$ cat config.mk
export PLATFORM = sky130hd
export DESIGN_NAME = burst_sram_master_flat
export DESIGN_NICKNAME = d
export VERILOG_FILES = /design/src/rtl/burst_sram_master_if.sv /design/src/rtl/burst_sram_master.sv /design/src/flat_wrapper.sv
export SDC_FILE = /design/constraint.sdc
export NUM_CORES = 1
export LEC_CHECK = 0
export ABC_AREA = 1
export CORE_UTILIZATION = 57
export DETAILED_ROUTE_END_ITERATION = 12
export GPL_TIMING_DRIVEN = 1
export HOLD_SLACK_MARGIN = 0.02
export PLACE_DENSITY = 0.86
export SYNTH_ARGS = -nofsm -noshare
export SYNTH_HDL_FRONTEND = slang
export SYNTH_SLANG_ARGS = --single-unit
$ cat constraint.sdc
create_clock -name clk -period 3.7 [get_ports clk]
set_input_delay 0.74 -clock clk [delete_from_list [all_inputs] [get_ports clk]]
set_output_delay 0.74 -clock clk [all_outputs]
set_load 0.02 [all_outputs]
$ cat src/rtl/burst_sram_master_if.sv
// Host command/data and memory-side signals of the burst SRAM master.
// The master modport is the block's view; slave is the host-plus-memory side.
interface burst_sram_master_if;
    logic       cmd_valid;
    logic       cmd_ready;
    logic       cmd_we;
    logic [3:0] cmd_addr;
    logic [3:0] cmd_len;
    logic [7:0] wr_data;
    logic       wr_valid;
    logic       wr_ready;
    logic [7:0] rd_data;
    logic       rd_valid;
    logic       rd_ready;
    logic       busy;
    logic       done;
    logic       err;
    logic       mem_start;
    logic       mem_we;
    logic [3:0] mem_addr;
    logic [3:0] mem_len;
    logic [7:0] mem_wdata;
    logic [7:0] mem_rdata;
    logic       mem_ready;

    modport master (
        input  cmd_valid, cmd_we, cmd_addr, cmd_len,
        input  wr_data, wr_valid, rd_ready,
        input  mem_rdata, mem_ready,
        output cmd_ready, wr_ready, rd_data, rd_valid,
        output busy, done, err,
        output mem_start, mem_we, mem_addr, mem_len, mem_wdata
    );

    modport slave (
        output cmd_valid, cmd_we, cmd_addr, cmd_len,
        output wr_data, wr_valid, rd_ready,
        output mem_rdata, mem_ready,
        input  cmd_ready, wr_ready, rd_data, rd_valid,
        input  busy, done, err,
        input  mem_start, mem_we, mem_addr, mem_len, mem_wdata
    );
endinterface

$ cat src/rtl/burst_sram_master.sv
// Buffers a 1..16 word burst between host and a non-stalling SRAM: START 1 cycle, XFER N, WAIT 1.
// Host write/read words use valid/ready and may stall LOAD/DRAIN indefinitely; XFER never waits.
module burst_sram_master (
    input  logic clk,
    input  logic rst,
    burst_sram_master_if.master bus
);
    typedef enum logic [2:0] {IDLE, LOAD, START, XFER, WAIT, DRAIN} state_t;

    state_t     state, state_nxt;
    logic [4:0] n_q;
    logic [4:0] cnt_q;
    logic       we_q;
    logic [3:0] addr_q;
    logic [3:0] len_q;
    logic       live_q;
    logic       err_q;
    logic       done_q;
    logic       done_set;
    logic [7:0] mem_buf [16];

    logic       cmd_acc;
    logic       wr_acc;
    logic       rd_acc;
    logic       cnt_last;
    logic [3:0] cap_idx;

    assign bus.cmd_ready = live_q && (state == IDLE);
    assign bus.wr_ready  = (state == LOAD);
    assign bus.rd_valid  = (state == DRAIN);
    assign bus.rd_data   = (state == DRAIN) ? mem_buf[cnt_q[3:0]] : 8'h00;
    assign bus.busy      = (state != IDLE);
    assign bus.done      = done_q;
    assign bus.err       = err_q;
    assign bus.mem_start = (state == START);
    assign bus.mem_we    = we_q;
    assign bus.mem_addr  = addr_q;
    assign bus.mem_len   = len_q;
    assign bus.mem_wdata = (state == XFER && we_q) ? mem_buf[cnt_q[3:0]] : 8'h00;

    assign cmd_acc  = bus.cmd_valid && bus.cmd_ready;
    assign wr_acc   = bus.wr_valid && (state == LOAD);
    assign rd_acc   = bus.rd_ready && (state == DRAIN);
    assign cnt_last = (cnt_q == n_q - 5'd1);
    // Read word k lands one cycle late: XFER cycle k+1, or WAIT for the last word.
    assign cap_idx  = (state == WAIT) ? (n_q[3:0] - 4'd1) : (cnt_q[3:0] - 4'd1);

    always_ff @(posedge clk or posedge rst) begin
        if (rst) state <= IDLE;
        else     state <= state_nxt;
    end

    always_comb begin
        state_nxt = state;
        done_set  = 1'b0;
        case (state)
            IDLE:  if (cmd_acc) state_nxt = bus.cmd_we ? LOAD : START;
            LOAD:  if (wr_acc && cnt_last) state_nxt = START;
            START: state_nxt = XFER;
            XFER:  if (cnt_last) state_nxt = WAIT;
            WAIT: begin
                if (!bus.mem_ready) begin
                    state_nxt = IDLE;
                end else if (we_q) begin
                    state_nxt = IDLE;
                    done_set  = 1'b1;
                end else begin
                    state_nxt = DRAIN;
                end
            end
            DRAIN: begin
                if (rd_acc && cnt_last) begin
                    state_nxt = IDLE;
                    done_set  = 1'b1;
                end
            end
            default: state_nxt = IDLE;
        endcase
    end

    always_ff @(posedge clk or posedge rst) begin
        if (rst) begin
            live_q <= 1'b0;
            we_q   <= 1'b0;
            addr_q <= 4'd0;
            len_q  <= 4'd0;
            n_q    <= 5'd0;
            cnt_q  <= 5'd0;
            err_q  <= 1'b0;
            done_q <= 1'b0;
        end else begin
            live_q <= 1'b1;
            done_q <= done_set;
            if (cmd_acc) begin
                we_q   <= bus.cmd_we;
                addr_q <= bus.cmd_addr;
                len_q  <= bus.cmd_len;
                n_q    <= (bus.cmd_len == 4'd0) ? 5'd16 : {1'b0, bus.cmd_len};
            end
            // One counter serves as k (LOAD), i (XFER) and j (DRAIN); it restarts on every state change.
            if (state_nxt != state)
                cnt_q <= 5'd0;
            else if (wr_acc || (state == XFER) || rd_acc)
                cnt_q <= cnt_q + 5'd1;
            if (cmd_acc)
                err_q <= 1'b0;
            else if ((state == XFER && bus.mem_ready) || (state == WAIT && !bus.mem_ready))
                err_q <= 1'b1;
        end
    end

    always_ff @(posedge clk) begin
        if (wr_acc)
            mem_buf[cnt_q[3:0]] <= bus.wr_data;
        else if (!we_q && ((state == XFER && cnt_q != 5'd0) || state == WAIT))
            mem_buf[cap_idx] <= bus.mem_rdata;
    end
endmodule

$ cat src/flat_wrapper.sv
// flat-port wrapper written by rule: the top's interface ports become plain ports
module burst_sram_master_flat 
  (clk, rst, bus_cmd_valid, bus_cmd_we, bus_cmd_addr, bus_cmd_len, bus_wr_data, bus_wr_valid, bus_rd_ready, bus_mem_rdata, bus_mem_ready, bus_cmd_ready, bus_wr_ready, bus_rd_data, bus_rd_valid, bus_busy, bus_done, bus_err, bus_mem_start, bus_mem_we, bus_mem_addr, bus_mem_len, bus_mem_wdata);
  burst_sram_master_if bus_i ();
  input  logic clk;
  input  logic rst;
  input wire logic [$bits(bus_i.cmd_valid)-1:0] bus_cmd_valid;
  input wire logic [$bits(bus_i.cmd_we)-1:0] bus_cmd_we;
  input wire logic [$bits(bus_i.cmd_addr)-1:0] bus_cmd_addr;
  input wire logic [$bits(bus_i.cmd_len)-1:0] bus_cmd_len;
  input wire logic [$bits(bus_i.wr_data)-1:0] bus_wr_data;
  input wire logic [$bits(bus_i.wr_valid)-1:0] bus_wr_valid;
  input wire logic [$bits(bus_i.rd_ready)-1:0] bus_rd_ready;
  input wire logic [$bits(bus_i.mem_rdata)-1:0] bus_mem_rdata;
  input wire logic [$bits(bus_i.mem_ready)-1:0] bus_mem_ready;
  output wire logic [$bits(bus_i.cmd_ready)-1:0] bus_cmd_ready;
  output wire logic [$bits(bus_i.wr_ready)-1:0] bus_wr_ready;
  output wire logic [$bits(bus_i.rd_data)-1:0] bus_rd_data;
  output wire logic [$bits(bus_i.rd_valid)-1:0] bus_rd_valid;
  output wire logic [$bits(bus_i.busy)-1:0] bus_busy;
  output wire logic [$bits(bus_i.done)-1:0] bus_done;
  output wire logic [$bits(bus_i.err)-1:0] bus_err;
  output wire logic [$bits(bus_i.mem_start)-1:0] bus_mem_start;
  output wire logic [$bits(bus_i.mem_we)-1:0] bus_mem_we;
  output wire logic [$bits(bus_i.mem_addr)-1:0] bus_mem_addr;
  output wire logic [$bits(bus_i.mem_len)-1:0] bus_mem_len;
  output wire logic [$bits(bus_i.mem_wdata)-1:0] bus_mem_wdata;
  assign bus_i.cmd_valid = bus_cmd_valid;
  assign bus_i.cmd_we = bus_cmd_we;
  assign bus_i.cmd_addr = bus_cmd_addr;
  assign bus_i.cmd_len = bus_cmd_len;
  assign bus_i.wr_data = bus_wr_data;
  assign bus_i.wr_valid = bus_wr_valid;
  assign bus_i.rd_ready = bus_rd_ready;
  assign bus_i.mem_rdata = bus_mem_rdata;
  assign bus_i.mem_ready = bus_mem_ready;
  assign bus_cmd_ready = bus_i.cmd_ready;
  assign bus_wr_ready = bus_i.wr_ready;
  assign bus_rd_data = bus_i.rd_data;
  assign bus_rd_valid = bus_i.rd_valid;
  assign bus_busy = bus_i.busy;
  assign bus_done = bus_i.done;
  assign bus_err = bus_i.err;
  assign bus_mem_start = bus_i.mem_start;
  assign bus_mem_we = bus_i.mem_we;
  assign bus_mem_addr = bus_i.mem_addr;
  assign bus_mem_len = bus_i.mem_len;
  assign bus_mem_wdata = bus_i.mem_wdata;
  burst_sram_master u_core (.clk(clk), .rst(rst), .bus(bus_i));
endmodule
==> impl_metrics.yaml, run 1 <==
drt:
  firstDrtPassIters: 8
  drt.antenna.violating_nets: 0
  wl_per_cell_um: 20.6
  remaining_drc_errors: 0
  vias_per_cell: 6.10
  routed_wl_mm: 17.6
  vias: 5213
  drt_iter0_markers: 493
clock_network:
  clk_path_buf_depth: 2
  post_cts_buffers: 0
  cts-root-buf: "clkbuf_16"
  clock-sinks: 153
  clk_latency_ps: 430
  htreeDepth: 4
  path_clk_slew_ps: 60
  cts_buffers: 17
  cts_tree: "built"
floorplanning:
  rows: 39
  ioPinCount: 63
  start_util_pct: 58.6
  dieArea_um2: 12200
  coreArea_um2: 11500
  die_w_um: 111
  fp.dieH_um: 111
sta:
  worst_pin_slew_ps: 976
  slew_headroom_pct: 34.9
  finalHoldViolCount: 0
  min_period_over_period_pct: 96.7
  skew_ps: 8.93
  fin_crit_ps: 3580
  setup_viol: 0
  grt_setup_unrepaired: "false"
  drv_slew: 0
  max_freq_ghz: 0.279
  finalSetupTns_ps: 0
power_and_ir_drop:
  combPwrFrac_pct: 34.1
  ir_drop_mv: 0.436
  switching_share_pct: 36.3
  p_leak_nw: 3.14
  p_int_w: 0.00390
  pwr-share-clk_pct: 28.1
  p_seq_share_pct: 37.8
  power_density_nw_per_um2: 744
  switchingPower_w: 0.00222
hold_path:
  hold_path_class: "reg2reg"
logic_synthesis:
  synth_edf_count: 128
  ys_seq_area_share_pct: 66.5
  synth.distinct_cells: 31
  syn_area_per_cell_um2: 10.9
  syn-num-nets: 651
  netlist_area_um2: 6720
  synth_largest_area_cell: "edfxtp_1"
  synth_top_area_share_pct: 57.2
  ys.warnings.count: 0
  ys_top_cells_by_area: "edfxtp_1 57%, dfrtp_1 9.3%, nor2_1 7.0%"
  synth_cells: 616
  synth-main-ff-cell: "edfxtp_1"
  async_reset_ff_share_pct: 16.3
  synth-seq-cells: 153
finish:
  antennaDiodeCount: 0
  fin_area_um2: 8240
  drive_gt1_share_pct: 13.3
  area_delta_synth_final_pct: 22.5
  final_cell_mix: "128 x edfxtp_1, 126 x nor2_1, 97 x nand2_1"
  final_common_cell: "edfxtp_1"
  nets: 734
place:
  hpwlAfterDp_mm: 11.1
  portBuffers: 62
  place_area_um2: 7640
  gp_congestion: 0.973
global_route:
  grt_antenna_before_repair: 0
  gr-total-overflow: 0
  grt_usage_pct: 30.1
  grt_start_max_net_pins: 50
  grt_pass1_wl_mm: 27.5
  grt_pass1_vias: 5044
worst_setup_path:
  startpoint_type: "flop"
  cp-end-kind: "primary output"
  arrival_ps: 2840
  crit_type: "reg2out"
  cp.required_ps: 2960
  path_max_fanout: 49
run:
  maxCapViolations: 0
status:
  status: "finished, final reports clean"
==> cell type report <==
type | instances | area [um^2]
Clock buffer | 20 | 447
Clock inverter | 12 | 141
Fill cell | 726 | 3230
Inverter | 36 | 143
Multi-Input combinational cell | 401 | 1990
Sequential cell | 153 | 4470
Tap cell | 143 | 179
Timing Repair Buffer | 90 | 860
==> state kept, by name, summed over array words and instances (netlist names), 3 cells and up <==
register	count
u_core.bus.mem_len	4
u_core.n_q	5
u_core.mem_buf	128
u_core.state	3
u_core.bus.mem_addr	4
u_core.cnt_q	5
==> power by group through the flow <==
stage | sequential, W | combinational, W | clock [W]
floorplan | 0.00234 | 0.00131 | 0
global placement | 0.00233 | 0.00192 | 0
detailed placement | 0.00234 | 0.00201 | 0
CTS | 0.00231 | 0.00205 | 0.00173
global route | 0.00234 | 0.00227 | 0.00180
finish | 0.00232 | 0.00209 | 0.00172
==> timing repair <==
item                                    in CTS  in global routing
hold buffers                                 0                  0
resized for setup                            1                  2
gates cloned                                 0                  0
endpoints found under the setup margin       3                 10
==> metrics by stage <==
stage               util, %  std cells  hold WS (ps)  worst slack, ps  total power, W
finish                 71.8        855           468              121         0.00613
global route           71.8        855           494             17.0         0.00641
CTS                    71.8        855           472             81.5         0.00609
detailed placement     66.6        823           457              418         0.00435
global placement       66.6        823           452              560         0.00425
floorplan                 -        616           561             1080         0.00365
==> worst max-delay path, stage by stage (launching register included) <==
cell,delay (ps)
dfrtp_4,670
inv_2,130
buf_12,200
o21ai_0,260
o22ai_1,140
a22o_1,240
nor2_1,140
nor2_1,60
clkdlybuf4s50_1,560
==> cells in the mapped netlist (2+ instances only) <==
cell type  instances
a21oi_1            2
a22o_1            16
buf_2              4
buf_6              2
clkbuf_1          19
dfrtp_1           25
edfxtp_1         128
ha_1               4
inv_1             26
inv_2              7
nand2_1           97
nand2_2            7
nand3_1           11
nand3_2            7
nor2_1           126
nor2_4             3
nor4_1             2
o21ai_0           74
o21ai_1            2
o21ai_2            7
o22ai_1           32
or2_1              2
xor2_1             5
==> logic make-up (layout without fill, tap and decap cells) <==
kind of cell | after synthesis | in the layout | synth area share, %
flops | 153 | 153 | 66.5
buf+inv | 62 | 158 | 3.87
fa+ha+maj | 4 | 4 | 0.744
compound gates | 134 | 134 | 12.0
xor+xnor | 5 | 5 | 0.651
simple gates | 257 | 257 | 16.2
other cells | 1 | 1 | 0.0558
==> final timing paths <==
check                      cells after the start  slack (ps)                   from                    end
setup reg to reg                              12         530        u_core.cnt_q[1]   u_core.mem_buf[4][1]
min in group asynchronous                      2         830                    rst          u_core.live_q
hold reg to reg                                2         470  u_core.bus.mem_len[2]  u_core.bus.mem_len[2]
setup / recovery                               8         120        u_core.cnt_q[0]       bus_mem_wdata[0]
max in group asynchronous                      2        2150                    rst        u_core.cnt_q[0]
hold / removal                                 2         470  u_core.bus.mem_len[2]  u_core.bus.mem_len[2]
==> per-layer routing <==
metal	wire [um]	up-vias	global-route usage (%)
met5	0	-	0
met4	547	0	13.7
met3	1930	58	9.06
met2	8520	359	47.8
met1	6650	2472	38.3
li1	-	2324	-
(Power assumes the default switching activity.)
==> inputs of run 2 (changes only) <==
Settings changed: RECOVER_POWER from default to 50, SKIP_LAST_GASP from default to 1.
==> impl_metrics.yaml, run 2 (synthesis results as in run 1) <==
finish:
  nets: 734
  reg_top3: "u_core.mem_buf x128, u_core.cnt_q x5, u_core.n_q x5"
  fillers: 729
  final_cell_mix: "128 x edfxtp_1, 127 x nor2_1, 97 x nand2_1"
  largest-register: "u_core.mem_buf"
  drive_gt1_share_pct: 12.8
  area_delta_synth_final_pct: 22.1
  final_common_cell: "edfxtp_1"
  antennaDiodeCount: 0
  largest_register_ffs: 128
worst_setup_path:
  startpoint: "u_core.cnt_q[0]"
  crit_cells: 8
  arrival_ps: 2840
  cp.buffers_inverters: 3
  path_max_fanout: 49
  startpoint_type: "flop"
  crit_type: "reg2out"
  r2r_end: "u_core.bus.err"
  cp-end-kind: "primary output"
  crit_top_cell: "nor2_1"
  worstSetupEndpoint: "bus_mem_wdata[0]"
  crit_chain: "inv_2 -> buf_12 -> o21ai_0 -> o22ai_1 -> a22o_1 -> nor2_1 -> nor2_1 -> clkdlybuf4s50_1"
  cp_slowest_cell: "dfrtp_4"
  rr_worst_depth: 6
  slowest_delay_ps: 670
  r2r_start: "u_core.state[0]"
  cp.required_ps: 2960
  critPathTopFamily: "buffers and inverters"
  r2r_slack_ps: 470
clock_network:
  post_cts_buffers: 0
  cts_hold_buf: 0
  clk_latency_ps: 430
  path_clk_slew_ps: 60
  cts_tree: "built"
  htreeDepth: 4
  clk_path_buf_depth: 2
  clock-sinks: 153
  cts_buffers: 17
  cts-root-buf: "clkbuf_16"
floorplanning:
  die_w_um: 111
  rows: 39
  start_util_pct: 58.6
  ioPinCount: 63
  dieArea_um2: 12200
  fp.dieH_um: 111
  coreArea_um2: 11500
power_and_ir_drop:
  ir_drop_mv: 0.411
  power_density_nw_per_um2: 740
  p_leak_nw: 3.15
sta:
  fin_crit_ps: 3580
  layout_setup_ws_ps: 118
  drv_slew: 19
  finalSetupTns_ps: 0
  skew_ps: 9.34
  min_period_over_period_pct: 96.8
  grt_setup_unrepaired: "false"
  setup_viol: 0
  finalHoldViolCount: 0
  slew_headroom_pct: -25.7
  worst_pin_slew_ps: 1880
  max_freq_ghz: 0.279
global_route:
  gr-total-overflow: 0
  grt_pass1_wl_mm: 27.5
  grt_usage_pct: 30.1
  grt_antenna_before_repair: 0
  grt_start_max_net_pins: 50
  grt_pass1_vias: 5044
drt:
  wl_per_cell_um: 20.6
  drt_iter0_markers: 569
  vias: 5246
  drt.antenna.violating_nets: 0
  routed_wl_mm: 17.6
  vias_per_cell: 6.14
  firstDrtPassIters: 6
  remaining_drc_errors: 0
place:
  gp_congestion: 0.973
  place_ws_ps: 418
  hpwlAfterDp_mm: 11.1
  portBuffers: 62
run:
  maxCapViolations: 1
hold_path:
  hold_path_class: "reg2reg"
status:
  violations: "capacitance limit, slew limit"
  status: "finished with violations"
-- run 2: worst register-to-register path: cells and delay by family, from the launching register on --
family,cells,cell delay (ps)
buf+inv,2,540
flops,1,470
simple gates,3,1850
compound gates,1,250
-- run 2: worst min-delay path by stage --
stage | start | to | slack, ps | depth (start not counted)
after detailed placement | u_core.bus.mem_len[2] | u_core.bus.mem_len[2] | 460 | 2
after global routing | u_core.bus.mem_len[2] | u_core.bus.mem_len[2] | 490 | 2
after global placement | u_core.bus.mem_addr[2] | u_core.bus.mem_addr[2] | 450 | 2
after floorplan | u_core.cnt_q[4] | u_core.cnt_q[4] | 560 | 2
after CTS | u_core.bus.mem_len[2] | u_core.bus.mem_len[2] | 470 | 2
final | u_core.bus.mem_len[2] | u_core.bus.mem_len[2] | 460 | 2
-- run 2: area by class of cell --
class / instances / area, um^2 / area share [%]
flip-flops and latches: 153 / 4470 / 54.5
multi-input cells: 401 / 1970 / 24.0
repair buffers: 90 / 860 / 10.5
clock buffers: 20 / 447 / 5.44
well taps: 143 / 179 / 2.18
inverters: 36 / 143 / 1.74
clock inverters: 12 / 141 / 1.72
-- run 2: through the flow --
| stage | hold WS (ps) | total power, W | area (um^2) | utilization, % | cells |
|---|---|---|---|---|---|
| 3_3_place_gp | 452 | 0.00425 | 7640 | 66.6 | 823 |
| 2_1_floorplan | 561 | 0.00365 | 6720 | - | 616 |
| 4_1_cts | 472 | 0.00609 | 8230 | 71.8 | 855 |
| 3_5_place_dp | 457 | 0.00435 | 7640 | 66.6 | 823 |
| 5_1_grt | 489 | 0.00637 | 8210 | 71.6 | 855 |
| 6_report | 463 | 0.00608 | 8210 | 71.6 | 855 |
-- run 2: timing repair --
item / CTS / global route
pin swaps: 0 / 0
setup endpoints to repair: 3 / 10
resized for setup: 1 / 2
gates cloned: 0 / 0
-- run 2: power breakdown --
| group | internal, W | switching (W) |
|---|---|---|
| Clock | 0.00102 | 0.000700 |
| Sequential | 0.00216 | 0.000156 |
| Combinational | 0.000702 | 0.00135 |
| Total | 0.00388 | 0.00220 |
-- run 2: per-layer routing --
metal	GRT usage (%)	up-vias	routed length, um
li1	-	2328	-
met1	38.3	2483	6620
met2	47.8	357	8360
met3	9.06	78	1850
met4	13.7	0	771
met5	0	-	0
==> inputs of run 3 (changes only) <==
Settings changed: ABC_AREA 1 to default, PLACE_DENSITY 0.86 to default, PLACE_DENSITY_LB_ADDON from default to 0.1.
==> impl_metrics.yaml, run 3 <==
sta:
  fin_crit_ps: 3610
  drv_slew: 0
  min_period_over_period_pct: 97.5
  grt_setup_unrepaired: "false"
  layout_setup_ws_ps: 91.2
  finalSetupTns_ps: 0
  worst_pin_slew_ps: 1210
  skew_ps: 8.08
  max_freq_ghz: 0.277
  slew_headroom_pct: 19.0
  whs_ps: 472
  finalHoldViolCount: 0
  setup_viol: 0
logic_synthesis:
  async_reset_ff_share_pct: 16.3
  ys_top_cells_by_area: "edfxtp_1 57%, mux4_2 13%, dfrtp_1 9.3%"
  synth-seq-cells: 153
  synth-main-ff-cell: "edfxtp_1"
  syn-num-nets: 446
  ys.warnings.count: 0
  ys_seq_area_share_pct: 66.5
  yosysMostFrequentCell: "edfxtp_1"
  synth_common_cells: "128 x edfxtp_1, 43 x nand2_1, 40 x mux4_2"
  synth_cells: 411
  synth.distinct_cells: 52
  synth_edf_count: 128
  netlist_area_um2: 6720
  synth_largest_area_cell: "edfxtp_1"
  syn_area_per_cell_um2: 16.4
  synth_top_area_share_pct: 57.2
floorplanning:
  ioPinCount: 63
  rows: 39
  start_util_pct: 58.6
  die_w_um: 111
  dieArea_um2: 12200
  coreArea_um2: 11500
  fp.dieH_um: 111
worst_setup_path:
  cp.required_ps: 2960
  arrival_ps: 2870
  crit_type: "reg2out"
  cp-end-kind: "primary output"
  r2r_slack_ps: 270
  startpoint_type: "flop"
  path_max_fanout: 9
clock_network:
  htreeDepth: 4
  clock-sinks: 153
  cts-root-buf: "clkbuf_16"
  path_clk_slew_ps: 60
  cts_buffers: 17
  clk_latency_ps: 430
  cts_tree: "built"
  clk_path_buf_depth: 2
finish:
  area_delta_synth_final_pct: 22.6
  largest_register_ffs: 128
  final_common_cell: "edfxtp_1"
  antennaDiodeCount: 0
  largest-register: "u_core.mem_buf"
  drive_gt1_share_pct: 19.9
  nets: 535
  layoutNonFillerInstCount: 655
  reg_top3: "u_core.mem_buf x128, u_core.cnt_q x5, u_core.n_q x5"
  final_cell_mix: "128 x edfxtp_1, 50 x clkdlybuf4s50_1, 43 x nand2_1"
drt:
  firstDrtPassIters: 5
  remaining_drc_errors: 0
  routed_wl_mm: 15.2
  vias: 3961
  drt.antenna.violating_nets: 0
  drt_iter0_markers: 319
  wl_per_cell_um: 23.1
  vias_per_cell: 6.05
global_route:
  grt_pass1_wl_mm: 23.8
  grt_antenna_before_repair: 0
  grt_pass1_vias: 4023
  grt_start_max_net_pins: 26
  gr-total-overflow: 0
  grt_usage_pct: 27.0
power_and_ir_drop:
  power_density_nw_per_um2: 779
  power.total_w: 0.00642
  p_leak_nw: 2.86
  ir_drop_mv: 0.623
place:
  dp.cells: 621
  gp_congestion: 0.820
  hpwlAfterDp_mm: 9.63
  portBuffers: 62
  place_ws_ps: 313
hold_path:
  hold_path_class: "reg2reg"
run:
  maxCapViolations: 0
status:
  status: "finished, final reports clean"
==> run 3: changes by cell type after synthesis, sizes merged, moves of 18 or more <==
cell   change
inv       -23
mux4      +40
nand2     -61
nand3     -18
nor2     -103
o21ai     -74
o22ai     -31
==> run 3: report_power, final <==
| group | total (W) | switching [W] | internal, W | leakage (nW) |
|---|---|---|---|---|
| clock network | 0.00168 | 0.000686 | 0.000996 | 0.269 |
| registers | 0.00231 | 0.000164 | 0.00215 | 1.46 |
| logic | 0.00243 | 0.00126 | 0.00116 | 1.13 |
| total | 0.00642 | 0.00211 | 0.00430 | 2.86 |
==> run 3: layout make-up <==
type / instances / area [um^2]
Timing Repair Buffer: 90 / 877
Sequential cell: 153 / 4470
Clock inverter: 13 / 145
Clock buffer: 18 / 429
Multi-Input combinational cell: 227 / 2090
Tap cell: 143 / 179
Fill cell: 731 / 3230
Inverter: 11 / 41.3
==> run 3: worst paths after layout <==
path                                  startpoint                    end  depth (start not counted)
setup / recovery                 u_core.cnt_q[0]         bus_rd_data[3]                          5
hold / removal             u_core.bus.mem_len[0]  u_core.bus.mem_len[0]                          2
setup reg to reg                 u_core.cnt_q[0]   u_core.mem_buf[7][2]                         10
hold reg to reg            u_core.bus.mem_len[0]  u_core.bus.mem_len[0]                          2
max in group asynchronous                    rst        u_core.cnt_q[0]                          2
min in group asynchronous                    rst  u_core.bus.mem_len[3]                          2
==> run 3: layer usage <==
layer	part of all wire, %	track usage, %	vias to the layer above	wire length (um)
met4	1.2	7.73	0	175
met1	41	37.6	1990	6220
met2	50	41.9	177	7560
met3	7.9	7.79	17	1200
met5	0	0	-	0
li1	-	-	1777	-
==> run 3: timing repair <==
item	4_1_cts	5_1_grt
hold buffers	0	0
setup endpoints to repair	14	0
buffers inserted	3	0
gates resized for setup	1	0
==> run 3: logic make-up after synthesis <==
| logic type | after synthesis | share of synthesized area, % |
|---|---|---|
| xor+xnor | 14 | 1.82 |
| other cells | 1 | 0.0558 |
| simple gates | 119 | 8.99 |
| buf+inv | 31 | 2.05 |
| compound gates | 35 | 4.19 |
| fa+ha+maj | 4 | 0.745 |
| flops | 153 | 66.5 |
| mux | 54 | 15.7 |
==> run 3: worst max-delay path: stages, from the launching register on <==
cell and delay (ps):
dfrtp_4 500, buf_12 170, mux4_2 540, mux4_2 520
nor2b_1 160, clkdlybuf4s50_1 570
==> run 3: through the flow <==
step | area, um^2 | util (%)
2_1_floorplan | 6720 | -
3_3_place_gp | 7660 | 66.8
3_5_place_dp | 7660 | 66.8
4_1_cts | 8260 | 72.1
5_1_grt | 8240 | 71.8
6_report | 8240 | 71.8
==> RTL change: new RTL, flow settings as in run 3 <==
The 6 states of `state_t` get a Gray code encoding in 3 bits.
--- a/src/rtl/burst_sram_master.sv
+++ b/src/rtl/burst_sram_master.sv
@@ -5,7 +5,7 @@
     input  logic rst,
     burst_sram_master_if.master bus
 );
-    typedef enum logic [2:0] {IDLE, LOAD, START, XFER, WAIT, DRAIN} state_t;
+    typedef enum logic [2:0] {IDLE = 3'b000, LOAD = 3'b001, START = 3'b011, XFER = 3'b010, WAIT = 3'b110, DRAIN = 3'b111} state_t;
 
     state_t     state, state_nxt;
     logic [4:0] n_q;
Function: same outputs for any inputs over 10 cycles, from zero or initial values and one cycle with rst high; not proved beyond that.
==> RTL change against run 3 <==
Die area shrank 0.32%. Wire length shrank 2.8%. Power grew 0.75%. Global-route usage shrank 1.6 points. Sequential cell count is the same. Synthesized cell count grew 1.7%. Clock skew shrank 0.75 ps. Cell area shrank 0.85%. Worst setup slack lost 17 ps. Combinational power shrank 3%. Register-to-register slack lost 40 ps. Non-clock buffer count grew 1. Area after synthesis shrank 0.34%. Largest cell class unchanged. Largest power group is now registers.
==> RTL change: results (changes against run 3) <==
* Signal arrival time at the worst endpoint at 2890 ps (was 2870 ps)
* Unique masters post-synth at 54 (was 52)
* First-pass GRT wire length at 22.3 mm (was 23.8 mm)
* Pre-CTS WS at 488 ps (was 313 ps)
* Global Route Usage Sum at 25.4% (was 27.0%)
* Reg2reg path depth at 7 (was 10)
* Mapped Nets at 453 (was 446)
* Hold Path Sink: u_core.bus.mem_addr[0] (was u_core.bus.mem_len[0])
* Top cells by area, synth: edfxtp_1 57%, mux4_2 13%, dfrtp_1 9.3% (unchanged)
* Max stage delay on crit path at 530 ps (was 570 ps)
* FF-to-FF End: u_core.mem_buf[1][7] (was u_core.mem_buf[7][2])
* Final std cells w/o fill at 661 (was 655)
* Met1 Use GR at 35.2% (was 37.6%)
* Met3 Usage GRT at 5.21% (was 7.79%)
* Post-synth top cells: 128 x edfxtp_1, 45 x nand2_1, 40 x mux4_2 (was 128 x edfxtp_1, 43 x nand2_1, 40 x mux4_2)
* Status: finished clean (unchanged)
* Final Skew at 7.33 ps (was 8.08 ps)
* Hold path start: u_core.bus.mem_addr[0] (was u_core.bus.mem_len[0])
* Min Tclk post-route at 3630 ps (was 3610 ps)
* Psw at 2.12 mW (was 2.11 mW)
* Worst path slowest cell: mux4_2 (was clkdlybuf4s50_1)
* # Post-CTS Setup Buffers at 0 (was 3)
* Largest net degree at the start of global routing at 43 (was 26)
* Layout cells sized above 1 at 19.1% (was 19.9%)
* Routed Wire Length at 14.7 mm (was 15.2 mm)
* CP Max Fanout at 21 (was 9)
* Cell Area, Placed at 7600 sq um (was 7660 sq um)
* Maximum vdd drop at 0.000481 V (was 0.000623 V)
* Met2 Usage GRT at 38.8% (was 41.9%)
## RTL change: cell types whose count changed after synthesis, moves of 4 or more
cell	run 3	this run
mux2_2	9	1
mux2i_1	5	1
and2_1	9	18
mux2_1	0	7
nor2b_1	12	1
nand3_1	0	5
## RTL change: tightest hold or removal path, delay by kind of cell, from the launching register on
kind,cells,cell delay [ps]
flip-flops,1,330
AND/OR/NAND/NOR,2,100
## RTL change: repair_timing
item,4_1_cts,5_1_grt
endpoints found under the setup margin,0,5
hold buffers,0,0
resized for setup,0,1
## RTL change: power groups by stage
stage,sequential [mW],combinational (mW),clock (mW)
2_1_floorplan,2.52,1.61,0
3_3_place_gp,2.49,2.32,0
3_5_place_dp,2.51,2.36,0
4_1_cts,2.48,2.38,1.65
5_1_grt,2.51,2.53,1.73
6_report,2.48,2.35,1.64
## RTL change: cells by family (layout without fill, tap and decap cells)
kind of cell    after synthesis  in the layout  share of synthesized area [%]
flops                       153            153                           66.7
simple gates                122            122                           8.76
mux                          49             49                           14.9
compound gates               41             41                           4.43
buf+inv                      36            136                           2.78
xor+xnor                     12             12                           1.57
fa+ha+maj                     4              4                          0.747
other cells                   1              1                         0.0560
## RTL change: final cells by class
type	count	area, sq um
inverters	13	48.8
flip-flops and latches	153	4470
clock buffers	18	429
multi-input cells	229	2030
repair buffers	91	881
clock inverters	14	131
well taps	143	179
fillers	772	3250
## RTL change: routing by layer
metal | vias to the layer above | part of all wire (%)
met3 | 27 | 6.6
met5 | - | 0
met4 | 0 | 3.3
met1 | 2010 | 42
li1 | 1781 | -
met2 | 174 | 48
